--- config.mk ---
export PLATFORM = sky130hd
export DESIGN_NAME = message_writer
export DESIGN_NICKNAME = d
export VERILOG_FILES = /design/src/rtl/message_writer.sv
export SDC_FILE = /design/constraint.sdc
export NUM_CORES = 1
export LEC_CHECK = 0
export BUFFER_PORTS_ARGS = -buffer_cell sky130_fd_sc_hd__clkbuf_2
export CORE_MARGIN = 2
export CORE_UTILIZATION = 25
export CTS_CLUSTER_DIAMETER = 30
export CTS_CLUSTER_SIZE = 25
export DETAILED_ROUTE_END_ITERATION = 10
export GPL_TIMING_DRIVEN = 0
export PLACE_DENSITY_LB_ADDON = 0.1
export SLEW_MARGIN = 20
export SYNTH_ARGS = -nofsm -noshare
export SYNTH_HDL_FRONTEND = slang
export SYNTH_SLANG_ARGS = --single-unit
--- constraint.sdc ---
create_clock -name clock -period 2.25 [get_ports clock]
set_input_delay 0.1125 -clock clock [delete_from_list [all_inputs] [get_ports clock]]
set_output_delay 0.1125 -clock clock [all_outputs]
set_load 0.01 [all_outputs]
--- src/rtl/message_writer.sv ---
// Writer front end for the scrolling message RAM: debounces the commit/clear buttons
// and drives the RAM write port with characters, an end marker, or a full clear sweep.
module message_writer #(
  parameter int                ADDR_W          = 5,
  parameter int                DATA_W          = 5,
  parameter int                DEBOUNCE_CYCLES = 16,
  parameter logic [DATA_W-1:0] END_CODE        = 5'h1F
) (
  input  logic              clock,
  input  logic              Reset,
  input  logic              EN,
  input  logic [DATA_W-1:0] Data_In,
  input  logic              Boton_Write,
  input  logic              Boton_Clear,
  output logic              WE_Out,
  output logic [ADDR_W-1:0] Address_Out,
  output logic [DATA_W-1:0] Data_Out,
  output logic [ADDR_W:0]   Length,
  output logic              Full,
  output logic              Busy,
  output logic [1:0]        State_Dbg
);

  localparam int                CNT_W     = $clog2(DEBOUNCE_CYCLES + 1);
  localparam logic [CNT_W-1:0]  CNT_MAX   = CNT_W'(DEBOUNCE_CYCLES);
  localparam logic [ADDR_W:0]   LEN_FULL  = (ADDR_W + 1)'(2 ** ADDR_W);
  localparam logic [ADDR_W-1:0] LAST_ADDR = '1;

  typedef enum logic [1:0] {
    S_IDLE  = 2'd0,
    S_WRITE = 2'd1,
    S_TERM  = 2'd2,
    S_CLEAR = 2'd3
  } state_t;

  // Button conditioning; index 0 = write button, index 1 = clear button.
  logic [1:0]       r_sync1;
  logic [1:0]       r_sync2;
  logic [1:0]       r_deb;
  logic [1:0]       r_deb_d;
  logic [CNT_W-1:0] r_cnt [2];
  logic [1:0]       w_pulse;

  always_ff @(posedge clock or negedge Reset) begin
    if (!Reset) begin
      r_sync1 <= '0;
      r_sync2 <= '0;
      r_deb   <= '0;
      r_deb_d <= '0;
      for (int b = 0; b < 2; b++) r_cnt[b] <= '0;
    end else begin
      r_sync1 <= {Boton_Clear, Boton_Write};
      r_sync2 <= r_sync1;
      r_deb_d <= r_deb;
      for (int b = 0; b < 2; b++) begin
        if (r_sync2[b] == r_deb[b]) begin
          r_cnt[b] <= '0;
        end else if (r_cnt[b] == CNT_MAX) begin
          r_deb[b] <= r_sync2[b];
          r_cnt[b] <= '0;
        end else begin
          r_cnt[b] <= r_cnt[b] + 1'b1;
        end
      end
    end
  end

  assign w_pulse = r_deb & ~r_deb_d;

  // Sequencer state and write-port registers.
  state_t            r_state,   w_state_nx;
  logic [ADDR_W-1:0] r_wr_ptr,  w_ptr_nx;
  logic [ADDR_W:0]   r_len,     w_len_nx;
  logic [ADDR_W-1:0] r_addr,    w_addr_nx;
  logic [DATA_W-1:0] r_data,    w_data_nx;
  logic [ADDR_W:0]   w_len_inc;
  logic              w_full;

  assign w_full    = (r_len == LEN_FULL);
  assign w_len_inc = r_len + 1'b1;

  always_comb begin
    w_state_nx = r_state;
    w_ptr_nx   = r_wr_ptr;
    w_len_nx   = r_len;
    w_addr_nx  = r_addr;
    w_data_nx  = r_data;
    case (r_state)
      S_IDLE: begin
        // Clear wins when both pulses land in the same cycle.
        if (EN && w_pulse[1]) begin
          w_state_nx = S_CLEAR;
          w_ptr_nx   = '0;
          w_addr_nx  = '0;
          w_data_nx  = END_CODE;
        end else if (EN && w_pulse[0] && !w_full) begin
          w_state_nx = S_WRITE;
          w_addr_nx  = r_wr_ptr;
          w_data_nx  = Data_In;
        end
      end
      S_WRITE: begin
        w_ptr_nx = r_wr_ptr + 1'b1;
        w_len_nx = w_len_inc;
        if (w_len_inc != LEN_FULL) begin
          w_state_nx = S_TERM;
          w_addr_nx  = r_wr_ptr + 1'b1;
          w_data_nx  = END_CODE;
        end else begin
          w_state_nx = S_IDLE;
        end
      end
      S_TERM: begin
        w_state_nx = S_IDLE;
      end
      S_CLEAR: begin
        if (r_addr == LAST_ADDR) begin
          w_state_nx = S_IDLE;
          w_ptr_nx   = '0;
          w_len_nx   = '0;
        end else begin
          w_addr_nx = r_addr + 1'b1;
        end
      end
      default: begin
        w_state_nx = S_IDLE;
      end
    endcase
  end

  always_ff @(posedge clock or negedge Reset) begin
    if (!Reset) begin
      r_state  <= S_IDLE;
      r_wr_ptr <= '0;
      r_len    <= '0;
      r_addr   <= '0;
      r_data   <= '0;
    end else begin
      r_state  <= w_state_nx;
      r_wr_ptr <= w_ptr_nx;
      r_len    <= w_len_nx;
      r_addr   <= w_addr_nx;
      r_data   <= w_data_nx;
    end
  end

  // Every non-idle state issues exactly one RAM write per cycle.
  assign WE_Out      = (r_state != S_IDLE);
  assign Busy        = (r_state != S_IDLE);
  assign Address_Out = r_addr;
  assign Data_Out    = r_data;
  assign Length      = r_len;
  assign Full        = w_full;
  assign State_Dbg   = r_state;

endmodule

==> metrics.txt <==
post-synthesis cell type count=42; Mapped Cells=200; maximum clock frequency=462 MHz; CP Max Fanout=7; internal power=1.25 mW; crit end category=flop; DR WL/cell=12.5 um; status=complete, no violations; crit path kind=flop to flop; vias=1514; GRT overflow=0; final number of setup-violating endpoints=0; dpl cells=335; Clk pin slew, worst setup/hold paths=90 ps; Antenna Nets Post-Route=0; sequential cell area fraction in the yosys report=between 40% and 50%; Die Area=about 0.009 mm^2; hold wc startpoint=Data_In[2]; dpl hpwl=3.07 mm; Iteration-0 DRC Markers=40; vias in the first global route=1498; Worst Hold Path EP=Data_Out[2]; WHS Path Cells=3; TritonCTS clock tree=done; Rows=33; chip width=between 90 and 100 um; worst skew pair latency=300 ps; net switching power=about 430 uW; Post-Route WL=4.35 mm; Root Buffer=clkbuf_8; Final min period=2160 ps; largest net degree at the start of global routing=42; first-pass GRT wire length=7.33 mm; CTS buffer count=5; Die H=94.9 um; commonest cells in the netlist=dfrtp_1 (41), nand2_1 (20), nor2_1 (19); Mean Syn Cell Area=slightly above 10 um^2; clock network power share=37.6%; starting density of the core=25.5%; Total Power=1.69 mW; DRT Pass-1 Iters=4; Primary FF master, synth=dfrtp_1; worst r2r dst=Address_Out[0]; Nets=260; most frequent cell after synthesis=dfrtp_1; share of layout cells above drive strength 1=24.0%; Max Root-Sink Buffers=2; Comb power frac=approximately an eighth; Power Dens Cells=approximately 670 mW/mm^2; pins over their slew limit=0; period utilisation layout=between 90% and 100%; setup slack at placement=-5.00 ps; CP Launch Type=flop; Yosys reg bits=41; Syn Nets=219; Critical Path RT=2440 ps; Layout Cells excl Fill=347; r2r setup slk=90 ps; reg-to-reg startpoint=Length[0]; sw frac=25.7%; Placeable Area=0.00809 mm^2; min-delay worst type=input pin to flop; Sink Count=41; GRT Total Usage=about a tenth; FFs w/ async S/R, synth=100%; Mapped Area=around 0.0021 mm^2; relative slew slack=60.7%; gpl congestion=0.706; skew final=7.78 ps; Fillers=864; RSZ-0062 raised after global routing=no; initial antenna violation count=0; largest cells by area after synthesis=dfrtp_1 (50%), ha_1 (5.5%), mux2_2 (4.4%), xor2_1 (3.8%), nand2_1 (3.6%); H-tree lvl count=2; peak supply drop=182 uV; Post-synth EDFFs=0; critical path arrival=2350 ps; drt drc=0; post-synth top area cell=dfrtp_1; post-route setup slack=87.3 ps; IO Count=31; port bufs=30; detail-routed via count per cell=4.36; Seq pwr share=49.9%; LEAKAGE=1.24 nW; Ys Warns=0; Worst-Margin Slew=589 ps; MaxCap Viol Count=0; reg2reg path depth=7; diodes inserted=0; Final Hold Viols=0; share of the synthesized area in the top cell type=about half; Syn-to-layout area delta=21.6%
worst max path at each step:
stage                               from  cells after the start  slack, ps             end
after floorplan                Length[0]                      6        320  Address_Out[0]
after global placement    Address_Out[0]                      7         10     r_wr_ptr[3]
after detailed placement  Address_Out[0]                      7         -5     r_wr_ptr[4]
after CTS                      Length[0]                      6         90  Address_Out[2]
after global routing           Length[0]                      7          1  Address_Out[0]
final                          Length[0]                      7         90  Address_Out[0]
repair_timing:
item | CTS | global route
resized for setup | 1 | 0
endpoints found under the hold margin | 43 | 0
buffers inserted | 0 | 1
hold buffers | 3 | 0
setup endpoints to repair | 2 | 1
pin swaps | 0 | 1
routing by layer:
layer / vias to the layer above / track usage (%) / wire (um)
li1: 755 / - / -
met1: 725 / 14.1 / 2210
met2: 28 / 16.4 / 1910
met3: 6 / 2.95 / 172
met4: 0 / 3.62 / 55
met5: - / 0 / 0
through the flow:
step / setup TNS [ps] / hold WS, ps / instance area (um^2) / util [%]
final: 0 / 90.0 / 2510 / 31.0
after global routing: 0 / 90.8 / 2510 / 31.0
after CTS: 0 / 82.8 / 2500 / 30.9
after detailed placement: -5.00 / 190 / 2350 / 29.0
after global placement: 0 / 224 / 2350 / 29.0
after floorplan: 0 / -183 / 2070 / -
kinds of logic (layout without fill, tap and decap cells):
| group | Yosys count | count (layout) | synth area share, % |
|---|---|---|---|
| AO/OA/AOI/OAI | 33 | 33 | 11.3 |
| XOR/XNOR | 15 | 15 | 6.36 |
| adder cells (fa/ha/maj) | 9 | 9 | 5.45 |
| buffers and inverters | 21 | 63 | 4.12 |
| flip-flops | 41 | 41 | 49.7 |
| multiplexers | 14 | 14 | 7.27 |
| AND/OR/NAND/NOR | 67 | 67 | 15.9 |
critical path, stage by stage, from the launching register on:
cell and delay (ps):
dfrtp_1 460, ha_1 320, and3b_2 240, o21ai_0 170, a21oi_1 140, a211oi_4 210
buf_4 180, mux2_2 330
power by group through the flow:
stage               combinational [mW]  sequential, mW  clock [mW]
finish                           0.211           0.841       0.634
global route                     0.243           0.850       0.691
CTS                              0.216           0.842       0.664
detailed placement               0.211           0.857           0
global placement                 0.209           0.856           0
floorplan                        0.126           0.856           0
cell type report:
cell class | instances | area (um^2) | share of cell area (%)
Buffer | 5 | 25.0 | 0.997
Multi-Input combinational cell | 138 | 958 | 38.2
Sequential cell | 41 | 1030 | 40.9
Inverter | 16 | 60.1 | 2.39
Timing Repair Buffer | 34 | 190 | 7.57
Clock inverter | 2 | 37.5 | 1.49
Tap cell | 105 | 131 | 5.23
Clock buffer | 6 | 82.6 | 3.29
state kept, by name (all words and copies together), names as in the netlist:
| name | flops |
|---|---|
| Address_Out | 5 |
| Data_Out | 5 |
| Length | 6 |
| State_Dbg | 2 |
| r_cnt | 10 |
| r_deb | 2 |
| r_deb_d | 2 |
| r_sync1 | 2 |
| r_sync2 | 2 |
| r_wr_ptr | 5 |
layout by cell type (no fill, tap or decap), types with 2 or more instances in the layout:
cell type and n:
a21oi_1 3, a22o_1 3, and2_1 3, buf_2 2
buf_4 2, clkbuf_2 29, clkbuf_8 6, dfrtp_1 41
dlygate4sd3_1 3, ha_1 9, inv_1 16, mux2_2 8
mux2i_1 6, nand2_1 20, nand3_1 11, nor2_1 19
nor2b_1 2, o21ai_0 13, o22ai_1 3, o31ai_1 2
xnor2_1 6, xor2_1 9
No activity file was read; power rests on OpenSTA's default activity.
